===== src/rtl/mac_result_capture_if.sv =====
// mac_result_capture_if
//   Groups every non-clock signal of mac_result_capture into one bundle.
//   slave  : the capture block. It receives the MAC stream, the clear and
//            rd_ready, and it drives the read port and the status outputs.
//   master : the environment, which is the MAC plus the downstream reader.
//   Signals:
//     mac_valid/mac_f  MAC result stream; mac_f is only meaningful when
//                      mac_valid is high.
//     clear            synchronous flush of the FIFO and all counters.
//     rd_data/rd_valid/rd_ready
//                      first-word-fall-through read handshake.
//     count/full/empty FIFO occupancy.
//     drop_cnt/cap_cnt/overflow
//                      stream statistics.
interface mac_result_capture_if #(
  parameter int DATA_WIDTH = 20,
  parameter int DEPTH      = 8,
  parameter int CNT_WIDTH  = 16
);
  localparam int CW = $clog2(DEPTH) + 1;

  logic                  mac_valid;
  logic [DATA_WIDTH-1:0] mac_f;
  logic                  clear;
  logic [DATA_WIDTH-1:0] rd_data;
  logic                  rd_valid;
  logic                  rd_ready;
  logic [CW-1:0]         count;
  logic                  full;
  logic                  empty;
  logic [CNT_WIDTH-1:0]  drop_cnt;
  logic [CNT_WIDTH-1:0]  cap_cnt;
  logic                  overflow;

  modport master (
    output mac_valid, mac_f, clear, rd_ready,
    input  rd_data, rd_valid, count, full, empty, drop_cnt, cap_cnt, overflow
  );

  modport slave (
    input  mac_valid, mac_f, clear, rd_ready,
    output rd_data, rd_valid, count, full, empty, drop_cnt, cap_cnt, overflow
  );
endinterface


===== src/rtl/mac_result_capture.sv =====
// mac_result_capture
//   Consumer-side endpoint for the MAC output stream. Every cycle with
//   mac_valid high, mac_f is pushed into a small FIFO. The FIFO is read out
//   through a first-word-fall-through ready/valid port. The block also keeps
//   a saturating count of samples dropped because the FIFO was full, a
//   saturating count of samples captured, and a sticky overflow flag.
//   Ports:
//     clk    rising-edge clock for all state.
//     reset  asynchronous, active-high. Clears every piece of state at once.
//     bus    mac_result_capture_if.slave. It carries the MAC input, clear,
//            the read handshake and the status outputs.
module mac_result_capture #(
  parameter int DATA_WIDTH = 20,
  parameter int DEPTH      = 8,
  parameter int CNT_WIDTH  = 16
) (
  input logic               clk,
  input logic               reset,
  mac_result_capture_if.slave bus
);
  localparam int AW = $clog2(DEPTH);
  localparam int CW = AW + 1;

  localparam logic [AW-1:0]        PTR_ONE   = AW'(1);
  localparam logic [CW-1:0]        CNT_ONE   = CW'(1);
  localparam logic [CW-1:0]        DEPTH_CNT = CW'(DEPTH);
  localparam logic [CNT_WIDTH-1:0] STAT_ONE  = CNT_WIDTH'(1);
  localparam logic [CNT_WIDTH-1:0] STAT_MAX  = '1;

  logic [DATA_WIDTH-1:0] mem_q [DEPTH];
  logic [DATA_WIDTH-1:0] mem_d [DEPTH];
  logic [AW-1:0]         wr_ptr_q, wr_ptr_d;
  logic [AW-1:0]         rd_ptr_q, rd_ptr_d;
  logic [CW-1:0]         count_q, count_d;
  logic [CNT_WIDTH-1:0]  drop_cnt_q, drop_cnt_d;
  logic [CNT_WIDTH-1:0]  cap_cnt_q, cap_cnt_d;
  logic                  overflow_q, overflow_d;

  logic is_full;
  logic is_empty;
  logic pop;
  logic push;
  logic drop;

  // A pop at the same edge frees a slot, so a full FIFO can still accept
  // the incoming sample. A sample is dropped only when it has nowhere to go.
  assign is_full  = (count_q == DEPTH_CNT);
  assign is_empty = (count_q == '0);
  assign pop      = !is_empty && bus.rd_ready;
  assign push     = bus.mac_valid && (!is_full || pop);
  assign drop     = bus.mac_valid && is_full && !pop;

  // The head entry falls straight through from storage. It is forced to
  // zero while empty so that stale memory contents are never visible after
  // a reset or a clear.
  assign bus.rd_data  = is_empty ? '0 : mem_q[rd_ptr_q];
  assign bus.rd_valid = !is_empty;
  assign bus.count    = count_q;
  assign bus.full     = is_full;
  assign bus.empty    = is_empty;
  assign bus.drop_cnt = drop_cnt_q;
  assign bus.cap_cnt  = cap_cnt_q;
  assign bus.overflow = overflow_q;

  // Next-state logic. Clear has priority over everything, so a sample
  // arriving at the same edge is discarded and not counted. Pointers wrap
  // naturally because DEPTH is a power of two.
  always_comb begin
    mem_d      = mem_q;
    wr_ptr_d   = wr_ptr_q;
    rd_ptr_d   = rd_ptr_q;
    count_d    = count_q;
    drop_cnt_d = drop_cnt_q;
    cap_cnt_d  = cap_cnt_q;
    overflow_d = overflow_q;

    if (bus.clear) begin
      wr_ptr_d   = '0;
      rd_ptr_d   = '0;
      count_d    = '0;
      drop_cnt_d = '0;
      cap_cnt_d  = '0;
      overflow_d = 1'b0;
    end else begin
      if (push) begin
        mem_d[wr_ptr_q] = bus.mac_f;
        wr_ptr_d        = wr_ptr_q + PTR_ONE;
        if (cap_cnt_q != STAT_MAX) begin
          cap_cnt_d = cap_cnt_q + STAT_ONE;
        end
      end
      if (pop) begin
        rd_ptr_d = rd_ptr_q + PTR_ONE;
      end
      if (drop) begin
        overflow_d = 1'b1;
        if (drop_cnt_q != STAT_MAX) begin
          drop_cnt_d = drop_cnt_q + STAT_ONE;
        end
      end
      case ({push, pop})
        2'b10:   count_d = count_q + CNT_ONE;
        2'b01:   count_d = count_q - CNT_ONE;
        default: count_d = count_q;
      endcase
    end
  end

  // Control and statistics state. The asynchronous reset returns the block
  // to empty at once, even mid-stream.
  always_ff @(posedge clk or posedge reset) begin
    if (reset) begin
      wr_ptr_q   <= '0;
      rd_ptr_q   <= '0;
      count_q    <= '0;
      drop_cnt_q <= '0;
      cap_cnt_q  <= '0;
      overflow_q <= 1'b0;
    end else begin
      wr_ptr_q   <= wr_ptr_d;
      rd_ptr_q   <= rd_ptr_d;
      count_q    <= count_d;
      drop_cnt_q <= drop_cnt_d;
      cap_cnt_q  <= cap_cnt_d;
      overflow_q <= overflow_d;
    end
  end

  // Storage needs no reset. An entry is only observable after it has been
  // written, because rd_data is masked while the FIFO is empty.
  always_ff @(posedge clk) begin
    for (int i = 0; i < DEPTH; i++) begin
      mem_q[i] <= mem_d[i];
    end
  end
endmodule


===== src/flat_wrapper.sv =====
// flat-port wrapper written by rule: the top's interface ports become plain ports
module mac_result_capture_flat 
#(
  parameter int DATA_WIDTH = 20,
  parameter int DEPTH      = 8,
  parameter int CNT_WIDTH  = 16
)
  (clk, reset, bus_mac_valid, bus_mac_f, bus_clear, bus_rd_ready, bus_rd_data, bus_rd_valid, bus_count, bus_full, bus_empty, bus_drop_cnt, bus_cap_cnt, bus_overflow);
  mac_result_capture_if #(.DATA_WIDTH(DATA_WIDTH), .DEPTH(DEPTH), .CNT_WIDTH(CNT_WIDTH)) bus_i ();
  input logic clk;
  input logic reset;
  input wire logic [$bits(bus_i.mac_valid)-1:0] bus_mac_valid;
  input wire logic [$bits(bus_i.mac_f)-1:0] bus_mac_f;
  input wire logic [$bits(bus_i.clear)-1:0] bus_clear;
  input wire logic [$bits(bus_i.rd_ready)-1:0] bus_rd_ready;
  output wire logic [$bits(bus_i.rd_data)-1:0] bus_rd_data;
  output wire logic [$bits(bus_i.rd_valid)-1:0] bus_rd_valid;
  output wire logic [$bits(bus_i.count)-1:0] bus_count;
  output wire logic [$bits(bus_i.full)-1:0] bus_full;
  output wire logic [$bits(bus_i.empty)-1:0] bus_empty;
  output wire logic [$bits(bus_i.drop_cnt)-1:0] bus_drop_cnt;
  output wire logic [$bits(bus_i.cap_cnt)-1:0] bus_cap_cnt;
  output wire logic [$bits(bus_i.overflow)-1:0] bus_overflow;
  assign bus_i.mac_valid = bus_mac_valid;
  assign bus_i.mac_f = bus_mac_f;
  assign bus_i.clear = bus_clear;
  assign bus_i.rd_ready = bus_rd_ready;
  assign bus_rd_data = bus_i.rd_data;
  assign bus_rd_valid = bus_i.rd_valid;
  assign bus_count = bus_i.count;
  assign bus_full = bus_i.full;
  assign bus_empty = bus_i.empty;
  assign bus_drop_cnt = bus_i.drop_cnt;
  assign bus_cap_cnt = bus_i.cap_cnt;
  assign bus_overflow = bus_i.overflow;
  mac_result_capture #(.DATA_WIDTH(DATA_WIDTH), .DEPTH(DEPTH), .CNT_WIDTH(CNT_WIDTH)) u_core (.clk(clk), .reset(reset), .bus(bus_i));
endmodule

===== config.mk =====
export PLATFORM = sky130hd
export DESIGN_NAME = mac_result_capture_flat
export DESIGN_NICKNAME = d
export VERILOG_FILES = /design/src/rtl/mac_result_capture_if.sv /design/src/rtl/mac_result_capture.sv /design/src/flat_wrapper.sv
export SDC_FILE = /design/constraint.sdc
export NUM_CORES = 1
export LEC_CHECK = 0
export CORE_MARGIN = 8
export CORE_UTILIZATION = 55
export DETAILED_ROUTE_END_ITERATION = 16
export PLACE_DENSITY_LB_ADDON = 0.2
export SYNTH_ARGS = -nofsm -noshare
export SYNTH_HDL_FRONTEND = slang
export SYNTH_SLANG_ARGS = --single-unit
export TNS_END_PERCENT = 30

===== constraint.sdc =====
create_clock -name clk -period 8.7 [get_ports clk]
set_clock_uncertainty 0.1 [all_clocks]
set_input_delay 1.305 -clock clk [delete_from_list [all_inputs] [get_ports clk]]
set_output_delay 1.305 -clock clk [all_outputs]
set_load 0.05 [all_outputs]

After elaboration in Yosys (flattened, before gate mapping)
Index checks and enable logic that the tools add are counted.
- bits in registers: 203
- bits of input ports: 25
- logic and storage cells: 71
- add/sub/neg operators: 6
- $lt $le $gt $ge: 3
- equality and inequality tests: 5
- muxes and demuxes: 21
- bitwise logic cells: 3
- reduce and logical (&&, ||, !) cells: 19
- operators with widths (kind ; count):
    bitwise mux 160 bit ; 1
    2-to-1 mux 16 bit ; 6
    2-to-1 mux 20 bit ; 4
    binary-select mux 20 bit (select 3 bit) ; 1
    demux 20 bit (select 3 bit) ; 1
    adder 16 x 1 -> 16 bit (second input constant) ; 2
    inequality test 16 bit (second input constant) ; 2
    2-to-1 mux 3 bit ; 4
    nonzero test 2 bit ; 5
    greater-or-equal comparator 4 bit (second input constant) ; 2
    NOT 3 -> 4 bit ; 2
    case mux 4 bit (2 select lines) ; 1
    adder 3 x 1 -> 3 bit (second input constant) ; 2
    AND reduction 2 bit ; 3
    logical AND 1 bit ; 5
    adder 4 x 1 -> 4 bit (second input constant) ; 1
    == test 4 bit (second input constant) ; 1
    zero test 4 bit ; 1
    less-than comparator 4 x 1 -> 1 bit (second input constant) ; 1
    2-to-1 mux 4 bit ; 1
    subtractor 4 x 1 -> 4 bit (second input constant) ; 1
    zero test 1 bit ; 3
    nonzero test 3 bit ; 1
    == test 2 x 1 -> 1 bit (second input constant) ; 1
    4 further kinds ; 5

Longest topological paths before layout
- depth after elaboration: 8
- depth in mapped cells: 11

Worst setup path after synthesis
OpenSTA, ideal clock, no wires.
- path type: flip-flop to output port
- start point: reg u_core.count_q[1] (netlist: u_core.bus.count[1])
- end point: out bus_rd_data[10]
- arrival time: 2.872 ns
- required time: 7.295 ns
- setup slack: 4.423 ns
- cell stages (with the launch flop): 7
- buffers on the path: 3
- path through: dfrtp_1 > buf_6 > or4_1 > clkbuf_1 > inv_2 > clkbuf_1 > nor2_1
- word-level cells in the longest chain between the ends: 2
- RTL lines (item ; RTL line ; source):
    start, declared ; mac_result_capture.sv:34 ; logic [CW-1:0] count_q, count_d;
    start signal, assigned ; mac_result_capture.sv:122 ; count_q <= count_d;
    zero test 4 bit ; mac_result_capture.sv:48 ; assign is_empty = (count_q == '0);
    named net bus_empty ; flat_wrapper.sv:20 ; output wire logic [$bits(bus_i.empty)-1:0] bus_empty;
    2-to-1 mux 20 bit ; mac_result_capture.sv:56 ; assign bus.rd_data = is_empty ? '0 : mem_q[rd_ptr_q];
    end, declared ; flat_wrapper.sv:16 ; output wire logic [$bits(bus_i.rd_data)-1:0] bus_rd_data;
The timed path passes the listed nets, and every way through them passes these cells.

Final worst setup path
- start point: reg u_core.rd_ptr_q[0]
- end point: out bus_rd_data[15]
- word-level cells in the longest chain between the ends: 5
- RTL lines (item ; RTL line ; source):
    start, declared ; mac_result_capture.sv:33 ; logic [AW-1:0] rd_ptr_q, rd_ptr_d;
    start signal, assigned ; mac_result_capture.sv:121 ; rd_ptr_q <= rd_ptr_d;
    NOT 3 -> 4 bit (implied by the code) ; mac_result_capture.sv:56 ;
    binary-select mux 20 bit (select 3 bit) ; mac_result_capture.sv:56 ;
    2-to-1 mux 20 bit (implied by the code) (2 in series) ; mac_result_capture.sv:56 ;
    2-to-1 mux 20 bit ; mac_result_capture.sv:56 ;
No other way between the ends. The select of a mux whose other input is x is not followed.

==> impl_metrics.prom <==
# TYPE chip_impl_metric gauge
chip_impl_metric{name="antenna_left",unit=""} 0
chip_impl_metric{name="clk-insertion-delay-late",unit="ns"} 0.48
chip_impl_info{name="min_delay_path_class",value="flop to flop"} 1
chip_impl_metric{name="synth_async_sr_flop_share",unit="%"} 21.2
chip_impl_info{name="cts_root_buffer",value="sky130_fd_sc_hd__clkbuf_16"} 1
chip_impl_info{name="timing.critical_path.max_delay_family",value="buffers and inverters"} 1
chip_impl_metric{name="antenna_found_initial",unit=""} 0
chip_impl_metric{name="cp.buffers_inverters",unit=""} 2
chip_impl_metric{name="use_met2",unit="%"} 29.4
chip_impl_info{name="grt-busiest-layer",value="met2"} 1
chip_impl_metric{name="yosys_warnings",unit=""} 0
chip_impl_metric{name="port_buffers",unit=""} 84
chip_impl_metric{name="fin_ws",unit="ns"} 3.97
chip_impl_info{name="yosys_most_used_dff",value="sky130_fd_sc_hd__edfxtp_1"} 1
chip_impl_metric{name="synth.net_count",unit=""} 557
chip_impl_metric{name="postSynthRegisterBits",unit=""} 203
chip_impl_info{name="kind_of_capture_point_of_the_worst_setup_path",value="output pin"} 1
chip_impl_info{name="worstSetupStartpointType",value="flop"} 1
chip_impl_metric{name="die-area",unit="mm^2"} 0.0197
chip_impl_metric{name="setup_ws_pre_cts",unit="ns"} 4.39
chip_impl_metric{name="power.density_cell_area",unit="mW/mm^2"} 271
chip_impl_metric{name="fraction_of_layout_instances_using_a_drive_strength_above_1",unit="%"} 14.5
chip_impl_metric{name="post_cts_buffers",unit=""} 0
chip_impl_metric{name="routed_wl",unit="um"} 17000
chip_impl_metric{name="cts_htree_levels",unit=""} 1
chip_impl_metric{name="finalMaxSlewViolations",unit=""} 0
chip_impl_metric{name="p_leak",unit="nW"} 3.46
chip_impl_metric{name="finish.cell_count_without_fillers",unit=""} 821
chip_impl_metric{name="data_required_time_at_the_worst_endpoint",unit="ns"} 7.30
chip_impl_metric{name="fin_crit",unit="ns"} 4.73
chip_impl_metric{name="syn_to_final_growth",unit="%"} 20.4
chip_impl_info{name="synth_top_cells_by_area",value="sky130_fd_sc_hd__edfxtp_1 (56%), sky130_fd_sc_hd__dfrtp_1 (13%), sky130_fd_sc_hd__mux4_2 (11%), sky130_fd_sc_hd__nor2_1 (3.1%), sky130_fd_sc_hd__mux2i_1 (2.7%)"} 1
chip_impl_metric{name="numCtsBuffers",unit=""} 21
chip_impl_metric{name="postSynthAreaPerCell",unit="um^2"} 16.2
chip_impl_metric{name="gp_congestion",unit=""} 0.808
chip_impl_metric{name="vdd_ir_drop_max",unit="mV"} 0.211
chip_impl_metric{name="gr-usage-all-layers",unit="%"} 17.5
chip_impl_metric{name="clock_path_buffers",unit=""} 3
chip_impl_metric{name="placementRows",unit=""} 45
chip_impl_metric{name="critical-path-max-stage-delay",unit="ns"} 0.75
chip_impl_metric{name="seq_area",unit="mm^2"} 0.00588
chip_impl_metric{name="dp.final_hpwl",unit="um"} 10100
chip_impl_metric{name="netlist.area_leader.share",unit="%"} 56.4
chip_impl_metric{name="placed_cells_incl_taps",unit=""} 783
chip_impl_metric{name="synth_edf_count",unit=""} 160
chip_impl_metric{name="max_freq",unit="GHz"} 0.211
chip_impl_metric{name="critical_path_peak_fanout",unit=""} 25
chip_impl_metric{name="synth_seq_area_share",unit="%"} 69.0
chip_impl_metric{name="drt_drc_violations_left",unit=""} 0
chip_impl_metric{name="grt_first_pass_wirelength",unit="um"} 27300
chip_impl_metric{name="number_of_distinct_library_cells_after_synthesis",unit=""} 45
chip_impl_metric{name="detail_route.first_pass.iterations",unit=""} 4
chip_impl_metric{name="drt_iter0_drc",unit=""} 287
chip_impl_metric{name="syn-cell-area",unit="mm^2"} 0.00852
chip_impl_metric{name="gr-usage-met1",unit="%"} 22.5
chip_impl_metric{name="report.final.hold_viol_count",unit=""} 0
chip_impl_info{name="outcome",value="finished, final reports clean"} 1
chip_impl_metric{name="critPathArrivalTime",unit="ns"} 3.33
chip_impl_info{name="mostFrequentLayoutCells",value="sky130_fd_sc_hd__edfxtp_1 (160), sky130_fd_sc_hd__clkdlybuf4s50_1 (84), sky130_fd_sc_hd__nor2_1 (70), sky130_fd_sc_hd__dfrtp_1 (42), sky130_fd_sc_hd__mux4_2 (40)"} 1
chip_impl_metric{name="maxCapViolations",unit=""} 0
chip_impl_metric{name="final.fill_count",unit=""} 1068
chip_impl_metric{name="grt-ovfl-total",unit=""} 0
chip_impl_metric{name="grtUsageMet3",unit="%"} 4.55
chip_impl_info{name="crit_path_top_delay_cell",value="sky130_fd_sc_hd__dfrtp_2"} 1
chip_impl_metric{name="setup_tns",unit="ns"} 0
chip_impl_metric{name="insertedDiodeCount",unit=""} 0
chip_impl_info{name="cts_tree",value="done"} 1
chip_impl_metric{name="die_h",unit="um"} 140
chip_impl_metric{name="via_count",unit=""} 4814
chip_impl_metric{name="start_util",unit="%"} 56.1
chip_impl_metric{name="cts_repair_resize_count",unit=""} 0
chip_impl_metric{name="cts.clk_slew.worst_paths",unit="ns"} 0.06
chip_impl_metric{name="drt-vias-per-instance",unit=""} 5.86
chip_impl_info{name="synth_top_cell_by_area",value="sky130_fd_sc_hd__edfxtp_1"} 1
chip_impl_metric{name="cts-hold-fix-buffers",unit=""} 0
chip_impl_metric{name="max_slew.worst_pin.slew",unit="ns"} 1.08
chip_impl_metric{name="cts.sink_count",unit=""} 203
chip_impl_metric{name="chipWidth",unit="um"} 140
chip_impl_info{name="layout.cells.most_common",value="sky130_fd_sc_hd__edfxtp_1"} 1
chip_impl_metric{name="grt_pass1_vias",unit=""} 5039
chip_impl_metric{name="io-pin-count",unit=""} 85
chip_impl_metric{name="multiInputGateArea",unit="mm^2"} 0.00250
chip_impl_metric{name="grt_max_degree",unit=""} 46
chip_impl_metric{name="finalNetCount",unit=""} 649
chip_impl_metric{name="floorplan.core_area",unit="mm^2"} 0.0152
chip_impl_metric{name="timing.final.crit_share",unit="%"} 54.4
chip_impl_info{name="critPathKind",value="flop to output pin"} 1
chip_impl_metric{name="synth_cells",unit=""} 526
chip_impl_metric{name="setup-violations-final",unit=""} 0
chip_impl_metric{name="detail_route.wl_per_cell",unit="um"} 20.7
chip_impl_info{name="setup_repair_after_global_routing_missed_its_margin",value="false"} 1
chip_impl_info{name="crit_chain",value="buf_4 -> mux4_2 -> mux2i_1 -> nor2_1 -> clkdlybuf4s50_1"} 1
chip_impl_metric{name="max-slew-margin-rel",unit="%"} 27.4
[area by class of cell]
type | instances | share of cell area (%)
flip-flops and latches | 203 | 57.3
multi-input cells | 288 | 24.4
repair buffers | 97 | 9.14
clock buffers | 25 | 5.27
well taps | 188 | 2.29
clock inverters | 13 | 1.39
inverters | 7 | 0.256
[synth_stat cells (2+ instances only)]
cell type and count:
sky130_fd_sc_hd__a21oi_1 8, sky130_fd_sc_hd__a31oi_1 2, sky130_fd_sc_hd__and3_1 7, sky130_fd_sc_hd__and4_1 4
sky130_fd_sc_hd__buf_2 10, sky130_fd_sc_hd__clkbuf_1 16, sky130_fd_sc_hd__dfrtp_1 43, sky130_fd_sc_hd__edfxtp_1 160
sky130_fd_sc_hd__ha_1 6, sky130_fd_sc_hd__inv_1 6, sky130_fd_sc_hd__mux2i_1 23, sky130_fd_sc_hd__mux4_2 40
sky130_fd_sc_hd__nand2_1 20, sky130_fd_sc_hd__nand2b_1 5, sky130_fd_sc_hd__nand3_1 13, sky130_fd_sc_hd__nand4_1 11
sky130_fd_sc_hd__nor2_1 70, sky130_fd_sc_hd__nor3_1 7, sky130_fd_sc_hd__nor4_1 3, sky130_fd_sc_hd__nor4_2 2
sky130_fd_sc_hd__nor4_4 2, sky130_fd_sc_hd__o2111ai_1 2, sky130_fd_sc_hd__o211ai_1 5, sky130_fd_sc_hd__o21a_1 2
sky130_fd_sc_hd__o21ai_1 4, sky130_fd_sc_hd__o31ai_1 2, sky130_fd_sc_hd__o41ai_1 2, sky130_fd_sc_hd__or3_1 2
sky130_fd_sc_hd__or4_1 4, sky130_fd_sc_hd__xnor2_1 11, sky130_fd_sc_hd__xor2_1 20
[per-layer routing]
layer / vias up / wire (um)
met5: - / 0
met4: 0 / 220
met3: 15 / 1190
met2: 145 / 8480
met1: 2431 / 7130
li1: 2223 / -
[logic make-up after synthesis]
logic type                 share of synthesized area (%)
and+or+nand+nor                                     9.31
buffers and inverters                               1.78
AOI/OAI and AO/OA                                   2.45
xor gates and xnor gates                            3.19
adders and majority gates                          0.881
DFF                                                 69.0
muxes                                               13.4
[worst paths after layout]
kind | slack [ns] | end | cells past startpoint | from
worst min register to register | 0.41 | u_core.bus.overflow$_DFFE_PP0P_ | 2 | u_core.bus.overflow$_DFFE_PP0P_
worst max-delay path | 3.97 | bus_rd_data[15] | 5 | u_core.rd_ptr_q[0]$_DFFE_PP0P_
max in group asynchronous | 6.93 | u_core.rd_ptr_q[0]$_DFFE_PP0P_ | 3 | reset
worst min-delay path | 0.41 | u_core.bus.overflow$_DFFE_PP0P_ | 2 | u_core.bus.overflow$_DFFE_PP0P_
worst max register to register | 5.40 | u_core.bus.count[3]$_DFFE_PP0P_ | 9 | u_core.bus.count[1]$_DFFE_PP0P_
min in group asynchronous | 1.16 | u_core.bus.cap_cnt[8]$_DFFE_PP0P_ | 3 | reset
[stage by stage]
step	hold WS [ns]	area [um^2]	power, mW	util (%)
2_1_floorplan	0.451	8520	1.70	-
3_3_place_gp	0.393	9580	1.91	63.0
3_5_place_dp	0.397	9580	1.93	63.0
4_1_cts	0.415	10300	2.81	67.5
5_1_grt	0.452	10300	2.89	67.5
6_report	0.412	10300	2.78	67.5
[state kept, by name (all words and copies together) (netlist names)]
name,count
u_core.bus.cap_cnt,16
u_core.bus.count,4
u_core.bus.drop_cnt,16
u_core.bus.overflow,1
u_core.mem_q,160
u_core.rd_ptr_q,3
u_core.wr_ptr_q,3
[power by group]
group,switching (mW),internal (mW),leakage [nW]
combinational,0.480,0.297,1.09
sequential,0.0440,1.08,2.04
clock,0.350,0.534,0.335
total,0.874,1.91,3.46
[worst min-delay path, cell delays in order, from the launching register on]
cell and delay [ns]:
sky130_fd_sc_hd__dfrtp_1 0.35, sky130_fd_sc_hd__nor2_1 0.05, sky130_fd_sc_hd__nor2_1 0.08
Power figures use the tool's default switching activity.
